$ cat config.mk
export PLATFORM = sky130hd
export DESIGN_NAME = sync_fifo_flex_flat
export DESIGN_NICKNAME = d
export VERILOG_FILES = /design/src/rtl/sync_fifo_flex_if.sv /design/src/rtl/sync_fifo_flex.sv /design/src/flat_wrapper.sv
export SDC_FILE = /design/constraint.sdc
export NUM_CORES = 1
export LEC_CHECK = 0
export BUFFER_PORTS_ARGS = -buffer_cell sky130_fd_sc_hd__buf_2
export CAP_MARGIN = 20
export CORE_MARGIN = 2
export CORE_UTILIZATION = 45
export DETAILED_ROUTE_END_ITERATION = 10
export GPL_TIMING_DRIVEN = 0
export PLACE_DENSITY = 0.72
export SLEW_MARGIN = 20
export SYNTH_ARGS = -nofsm -noshare
export SYNTH_HDL_FRONTEND = slang
export SYNTH_SLANG_ARGS = --single-unit
export TNS_END_PERCENT = 5
$ cat constraint.sdc
create_clock -name clk -period 3.85 [get_ports clk]
set_input_delay 0 -clock clk [delete_from_list [all_inputs] [get_ports clk]]
set_output_delay 0 -clock clk [all_outputs]
set_load 0.03 [all_outputs]
$ cat src/rtl/sync_fifo_flex_if.sv
// Handshake/status bundle between a FIFO producer/consumer and sync_fifo_flex.
// The master side drives requests; the slave side (the FIFO) drives data and status.
interface sync_fifo_flex_if #(
  parameter int DATA_W = 8,
  parameter int ADDR_W = 4
);
  logic              flush;
  logic              wr_en;
  logic [DATA_W-1:0] wr_data;
  logic              rd_en;
  logic [DATA_W-1:0] rd_data;
  logic              rd_valid;
  logic              full;
  logic              empty;
  logic              almost_full;
  logic              almost_empty;
  logic [ADDR_W:0]   count;
  logic              overflow;
  logic              underflow;

  modport master (
    output flush, wr_en, wr_data, rd_en,
    input  rd_data, rd_valid, full, empty, almost_full, almost_empty,
           count, overflow, underflow
  );

  modport slave (
    input  flush, wr_en, wr_data, rd_en,
    output rd_data, rd_valid, full, empty, almost_full, almost_empty,
           count, overflow, underflow
  );
endinterface

$ cat src/rtl/sync_fifo_flex.sv
// Parametrised single-clock FIFO with occupancy count, threshold flags, optional
// first-word-fall-through read port, synchronous flush and sticky error flags.
module sync_fifo_flex #(
  parameter int DATA_W    = 8,
  parameter int ADDR_W    = 4,
  parameter int AFULL_TH  = 12,
  parameter int AEMPTY_TH = 2,
  parameter int FWFT      = 0
) (
  input  logic             clk,
  input  logic             reset,
  sync_fifo_flex_if.slave  fifo_if
);
  localparam int              DEPTH    = 2**ADDR_W;
  localparam logic [ADDR_W:0] DEPTH_C  = (ADDR_W+1)'(DEPTH);
  localparam logic [ADDR_W:0] AFULL_C  = (ADDR_W+1)'(AFULL_TH);
  localparam logic [ADDR_W:0] AEMPTY_C = (ADDR_W+1)'(AEMPTY_TH);

  logic [DATA_W-1:0] mem_q [DEPTH];
  logic [ADDR_W-1:0] wptr_q, wptr_d;
  logic [ADDR_W-1:0] rptr_q, rptr_d;
  logic [ADDR_W:0]   count_q, count_d;
  logic              ovf_q, ovf_d;
  logic              udf_q, udf_d;
  logic              full, empty;
  logic              wa, ra;

  // Status comes straight from the registered count, never from pointer equality.
  assign full  = (count_q == DEPTH_C);
  assign empty = (count_q == '0);

  assign wa = fifo_if.wr_en && !full  && !fifo_if.flush;
  assign ra = fifo_if.rd_en && !empty && !fifo_if.flush;

  always_comb begin
    wptr_d  = wptr_q;
    rptr_d  = rptr_q;
    count_d = count_q;
    ovf_d   = ovf_q | (fifo_if.wr_en && full  && !fifo_if.flush);
    udf_d   = udf_q | (fifo_if.rd_en && empty && !fifo_if.flush);
    if (fifo_if.flush) begin
      wptr_d  = '0;
      rptr_d  = '0;
      count_d = '0;
    end else begin
      if (wa) wptr_d = wptr_q + 1'b1;
      if (ra) rptr_d = rptr_q + 1'b1;
      case ({wa, ra})
        2'b10:   count_d = count_q + 1'b1;
        2'b01:   count_d = count_q - 1'b1;
        default: count_d = count_q;
      endcase
    end
  end

  always_ff @(posedge clk) begin
    if (reset) begin
      wptr_q  <= '0;
      rptr_q  <= '0;
      count_q <= '0;
      ovf_q   <= 1'b0;
      udf_q   <= 1'b0;
    end else begin
      wptr_q  <= wptr_d;
      rptr_q  <= rptr_d;
      count_q <= count_d;
      ovf_q   <= ovf_d;
      udf_q   <= udf_d;
    end
  end

  // Storage carries no reset so it can map onto plain RAM.
  always_ff @(posedge clk) begin
    if (wa && !reset) mem_q[wptr_q] <= fifo_if.wr_data;
  end

  generate
    if (FWFT != 0) begin : g_fwft
      assign fifo_if.rd_data  = mem_q[rptr_q];
      assign fifo_if.rd_valid = !empty;
    end else begin : g_std
      logic [DATA_W-1:0] rd_data_q;
      logic              rd_valid_q;

      always_ff @(posedge clk) begin
        if (reset) begin
          rd_data_q  <= '0;
          rd_valid_q <= 1'b0;
        end else begin
          rd_valid_q <= ra;
          if (ra) rd_data_q <= mem_q[rptr_q];
        end
      end

      assign fifo_if.rd_data  = rd_data_q;
      assign fifo_if.rd_valid = rd_valid_q;
    end
  endgenerate

  assign fifo_if.full         = full;
  assign fifo_if.empty        = empty;
  assign fifo_if.almost_full  = (count_q >= AFULL_C);
  assign fifo_if.almost_empty = (count_q <= AEMPTY_C);
  assign fifo_if.count        = count_q;
  assign fifo_if.overflow     = ovf_q;
  assign fifo_if.underflow    = udf_q;
endmodule

$ cat src/flat_wrapper.sv
// flat-port wrapper written by rule: the top's interface ports become plain ports
module sync_fifo_flex_flat 
#(
  parameter int DATA_W    = 8,
  parameter int ADDR_W    = 4,
  parameter int AFULL_TH  = 12,
  parameter int AEMPTY_TH = 2,
  parameter int FWFT      = 0
)
  (clk, reset, fifo_if_flush, fifo_if_wr_en, fifo_if_wr_data, fifo_if_rd_en, fifo_if_rd_data, fifo_if_rd_valid, fifo_if_full, fifo_if_empty, fifo_if_almost_full, fifo_if_almost_empty, fifo_if_count, fifo_if_overflow, fifo_if_underflow);
  sync_fifo_flex_if #(.DATA_W(DATA_W), .ADDR_W(ADDR_W)) fifo_if_i ();
  input  logic clk;
  input  logic reset;
  input wire logic [$bits(fifo_if_i.flush)-1:0] fifo_if_flush;
  input wire logic [$bits(fifo_if_i.wr_en)-1:0] fifo_if_wr_en;
  input wire logic [$bits(fifo_if_i.wr_data)-1:0] fifo_if_wr_data;
  input wire logic [$bits(fifo_if_i.rd_en)-1:0] fifo_if_rd_en;
  output wire logic [$bits(fifo_if_i.rd_data)-1:0] fifo_if_rd_data;
  output wire logic [$bits(fifo_if_i.rd_valid)-1:0] fifo_if_rd_valid;
  output wire logic [$bits(fifo_if_i.full)-1:0] fifo_if_full;
  output wire logic [$bits(fifo_if_i.empty)-1:0] fifo_if_empty;
  output wire logic [$bits(fifo_if_i.almost_full)-1:0] fifo_if_almost_full;
  output wire logic [$bits(fifo_if_i.almost_empty)-1:0] fifo_if_almost_empty;
  output wire logic [$bits(fifo_if_i.count)-1:0] fifo_if_count;
  output wire logic [$bits(fifo_if_i.overflow)-1:0] fifo_if_overflow;
  output wire logic [$bits(fifo_if_i.underflow)-1:0] fifo_if_underflow;
  assign fifo_if_i.flush = fifo_if_flush;
  assign fifo_if_i.wr_en = fifo_if_wr_en;
  assign fifo_if_i.wr_data = fifo_if_wr_data;
  assign fifo_if_i.rd_en = fifo_if_rd_en;
  assign fifo_if_rd_data = fifo_if_i.rd_data;
  assign fifo_if_rd_valid = fifo_if_i.rd_valid;
  assign fifo_if_full = fifo_if_i.full;
  assign fifo_if_empty = fifo_if_i.empty;
  assign fifo_if_almost_full = fifo_if_i.almost_full;
  assign fifo_if_almost_empty = fifo_if_i.almost_empty;
  assign fifo_if_count = fifo_if_i.count;
  assign fifo_if_overflow = fifo_if_i.overflow;
  assign fifo_if_underflow = fifo_if_i.underflow;
  sync_fifo_flex #(.DATA_W(DATA_W), .ADDR_W(ADDR_W), .AFULL_TH(AFULL_TH), .AEMPTY_TH(AEMPTY_TH), .FWFT(FWFT)) u_core (.clk(clk), .reset(reset), .fifo_if(fifo_if_i));
endmodule
==> results_dict.tcl <==
set metrics [dict create \
    rsz0062_at_grt "false" \
    dp_hpwl_um 7940 \
    power.density_nw_per_um2 499 \
    vdd_drop_max_v 0.000329 \
    slew_headroom_pct 44.9 \
    busiest_layer "met2" \
    ys_warn_count 0 \
    postLayoutCellArea_um2 7320 \
    num_rows 42 \
    hold_viol 0 \
    placed_area_um2 6570 \
    crit_path_cell_trace "buf_2 > nor4_2 > a21oi_1 > clkbuf_1 > inv_1 > ha_1 > buf_2 > xor2_1 > ha_1 > o211a_1 > or4_1 > a21oi_1" \
    cts_tree "done" \
    async_flop_share_pct 0 \
    grt_use_total_pct 17.6 \
    post_cts_buffers 0 \
    diodes 0 \
    drv_cap 0 \
    die_h_um 121 \
    cts_made_buffers 17 \
    synth_top_area_share_pct 62.1 \
    die-area_um2 14700 \
    synth_cell_types 48 \
    die_w_um 121 \
    place_ws_ns 0.542 \
    grt.met3_usage_pct 3.81 \
    routed-via-count 3259 \
    wire_per_inst_um 20.0 \
    drive_above_1_share_pct 27.4 \
    setup_viol 0 \
    clock-root-buffer "clkbuf_16" \
    fin_tns_setup_ns 0 \
    endpoint_kind "flop" \
    fin_nets 427 \
    use_met2_pct 29.1 \
    clock-sinks 152 \
    cpMaxStageDelayCell "a21oi_1" \
    syn_area_um2 6190 \
    yosys.area.top_type "edfxtp_1" \
    drtIter0Drc 307 \
    drt_wl_total_um 11900 \
    mostFrequentLayoutCell "edfxtp_1" \
    finClkSkew_ns 0.00742 \
    met1_usage_pct 22.4 \
    first_global_vias 3338 \
    areaGrowthSynthToFinish_pct 18.2 \
    grt-ovfl-total 0 \
    core_um2 13300 \
    ys_top_cells_by_area "edfxtp_1 (62%), mux4_2 (12%), dfxtp_1 (7.8%), mux2i_1 (3.1%), ha_1 (1.6%)" \
    grt_pass1_wl_um 18600 \
    avgSynthCellArea_um2 18.0 \
    ys.flop_type "edfxtp_1" \
    grt_start_max_net_pins 17 \
    final_cell_mix "edfxtp_1 (128), buf_2 (41), mux4_2 (32)" \
    slew_viol_final 0 \
    leakagePower_nw 2.52 \
    antenna_found_initial 0 \
    clock_path_buffers 2 \
    firstDrtPassIters 4 \
    worst_slew_pin_slew_ns 0.824 \
    clk_latency_ns 0.42 \
    io_pins 33 \
    path_max_fanout 10 \
    status "completed" \
    cp-start-kind "flop" \
    max_freq_mhz 298 \
    gp_congestion 0.826 \
    final-instance-count-excl-fill 595 \
    utilization_pct 54.8 \
    timing.final.crit_period_ns 3.35 \
    yosysSeqAreaShare_pct 69.8 \
    critPathKind "flop to flop" \
    start_util_pct 46.4 \
    fin_ws_ns 0.496 \
    netlist_instances 344 \
    port-buffer-count 32 \
    htree_levels 4 \
    vias_per_cell 5.48 \
    drc 0 \
    fillers 1069 \
    hold_class "input port to flop" \
    synth_edf_count 128 \
    synthesis.nets 365 \
    period_share_pct 87.1 \
    dp_cells 552 \
    cp.required_ns 4.20 \
    ys_ff_latch 152 \
    arrival_ns 3.70 \
    ant_nets 0 \
    cpPeakStageDelay_ns 0.56 \
    cts.clk_slew.worst_paths_ns 0.06 \
]
synth_stat cells (3+ instances only):
library cell	count
edfxtp_1	128
mux4_2	32
dfxtp_1	24
mux2i_1	19
and3_1	15
nor2_1	15
buf_2	9
clkbuf_1	8
ha_1	8
nand3b_1	8
o221ai_1	8
a21oi_1	7
inv_1	6
xor2_1	5
o211ai_1	4
nand2_1	3
nand3_1	3
nor3_1	3
nor3b_1	3
xnor2_1	3
area by class of cell:
class                           instances  area, um2  area share, %
Clock buffer                           18        429           5.87
Clock inverter                         14        206           2.82
Tap cell                              176        220           3.01
Buffer                                 20       93.8           1.28
Sequential cell                       152       4320           59.1
Multi-Input combinational cell        166       1750           23.9
Inverter                                6       22.5          0.308
Timing Repair Buffer                   43        270           3.69
report_power, final:
| group | total (mW) | leakage [nW] | internal [mW] | switching (mW) |
|---|---|---|---|---|
| Clock | 1.77 | 0.306 | 1.10 | 0.671 |
| Sequential | 1.79 | 1.35 | 1.79 | 0.00398 |
| Combinational | 0.0872 | 0.867 | 0.0311 | 0.0561 |
| Total | 3.65 | 2.52 | 2.92 | 0.731 |
worst max-delay path, delay by kind of cell (launching register included):
| family | cells | cell delay (ns) |
|---|---|---|
| buffers and inverters | 4 | 0.85 |
| AO/OA/AOI/OAI | 3 | 0.98 |
| adder cells (fa/ha/maj) | 2 | 0.48 |
| XOR/XNOR | 1 | 0.16 |
| flip-flops | 1 | 0.33 |
| AND/OR/NAND/NOR | 2 | 0.48 |
path summary, 6_finish.rpt:
| check | startpoint | end | slack [ns] | depth (start not counted) |
|---|---|---|---|---|
| worst min register to register | u_core.fifo_if.underflow | u_core.fifo_if.underflow | 0.49 | 2 |
| worst max-delay path | u_core.fifo_if.count[2] | u_core.fifo_if.count[4] | 0.50 | 12 |
| worst min-delay path | fifo_if_rd_en | u_core.fifo_if.underflow | 0.03 | 4 |
| worst max register to register | u_core.fifo_if.count[2] | u_core.fifo_if.count[4] | 0.50 | 12 |
stage by stage:
stage          power, mW  hold slack (ns)
6_report            3.65           0.0303
5_1_grt             3.75           0.0516
4_1_cts             3.67          0.00216
3_5_place_dp        1.91            0.310
3_3_place_gp        1.90            0.305
2_1_floorplan       1.87           0.0989
sequential cells by signal, summed over array words and instances (netlist names):
| signal | count |
|---|---|
| u_core.fifo_if.count | 5 |
| u_core.fifo_if.overflow | 1 |
| u_core.fifo_if.rd_data | 8 |
| u_core.fifo_if.rd_valid | 1 |
| u_core.fifo_if.underflow | 1 |
| u_core.mem_q | 128 |
| u_core.rptr_q | 4 |
| u_core.wptr_q | 4 |
routing by layer:
layer	up-vias	routed length, um
li1	1510	-
met1	1659	4960
met2	72	6160
met3	18	529
met4	0	268
met5	-	0
what timing repair did:
action,in CTS,in global routing
endpoints found under the hold margin,132,0
resized for setup,0,0
hold buffers,11,0
logic make-up (layout without fill, tap and decap cells):
group	after synthesis	after routing	synth area share [%]
xor+xnor	8	8	1.13
flops	152	152	69.8
simple gates	69	69	7.24
buf+inv	26	101	1.88
fa+ha+maj	8	8	1.62
mux	51	51	14.7
compound gates	30	30	3.58
Note: power is estimated with default switching activity, not from simulation.
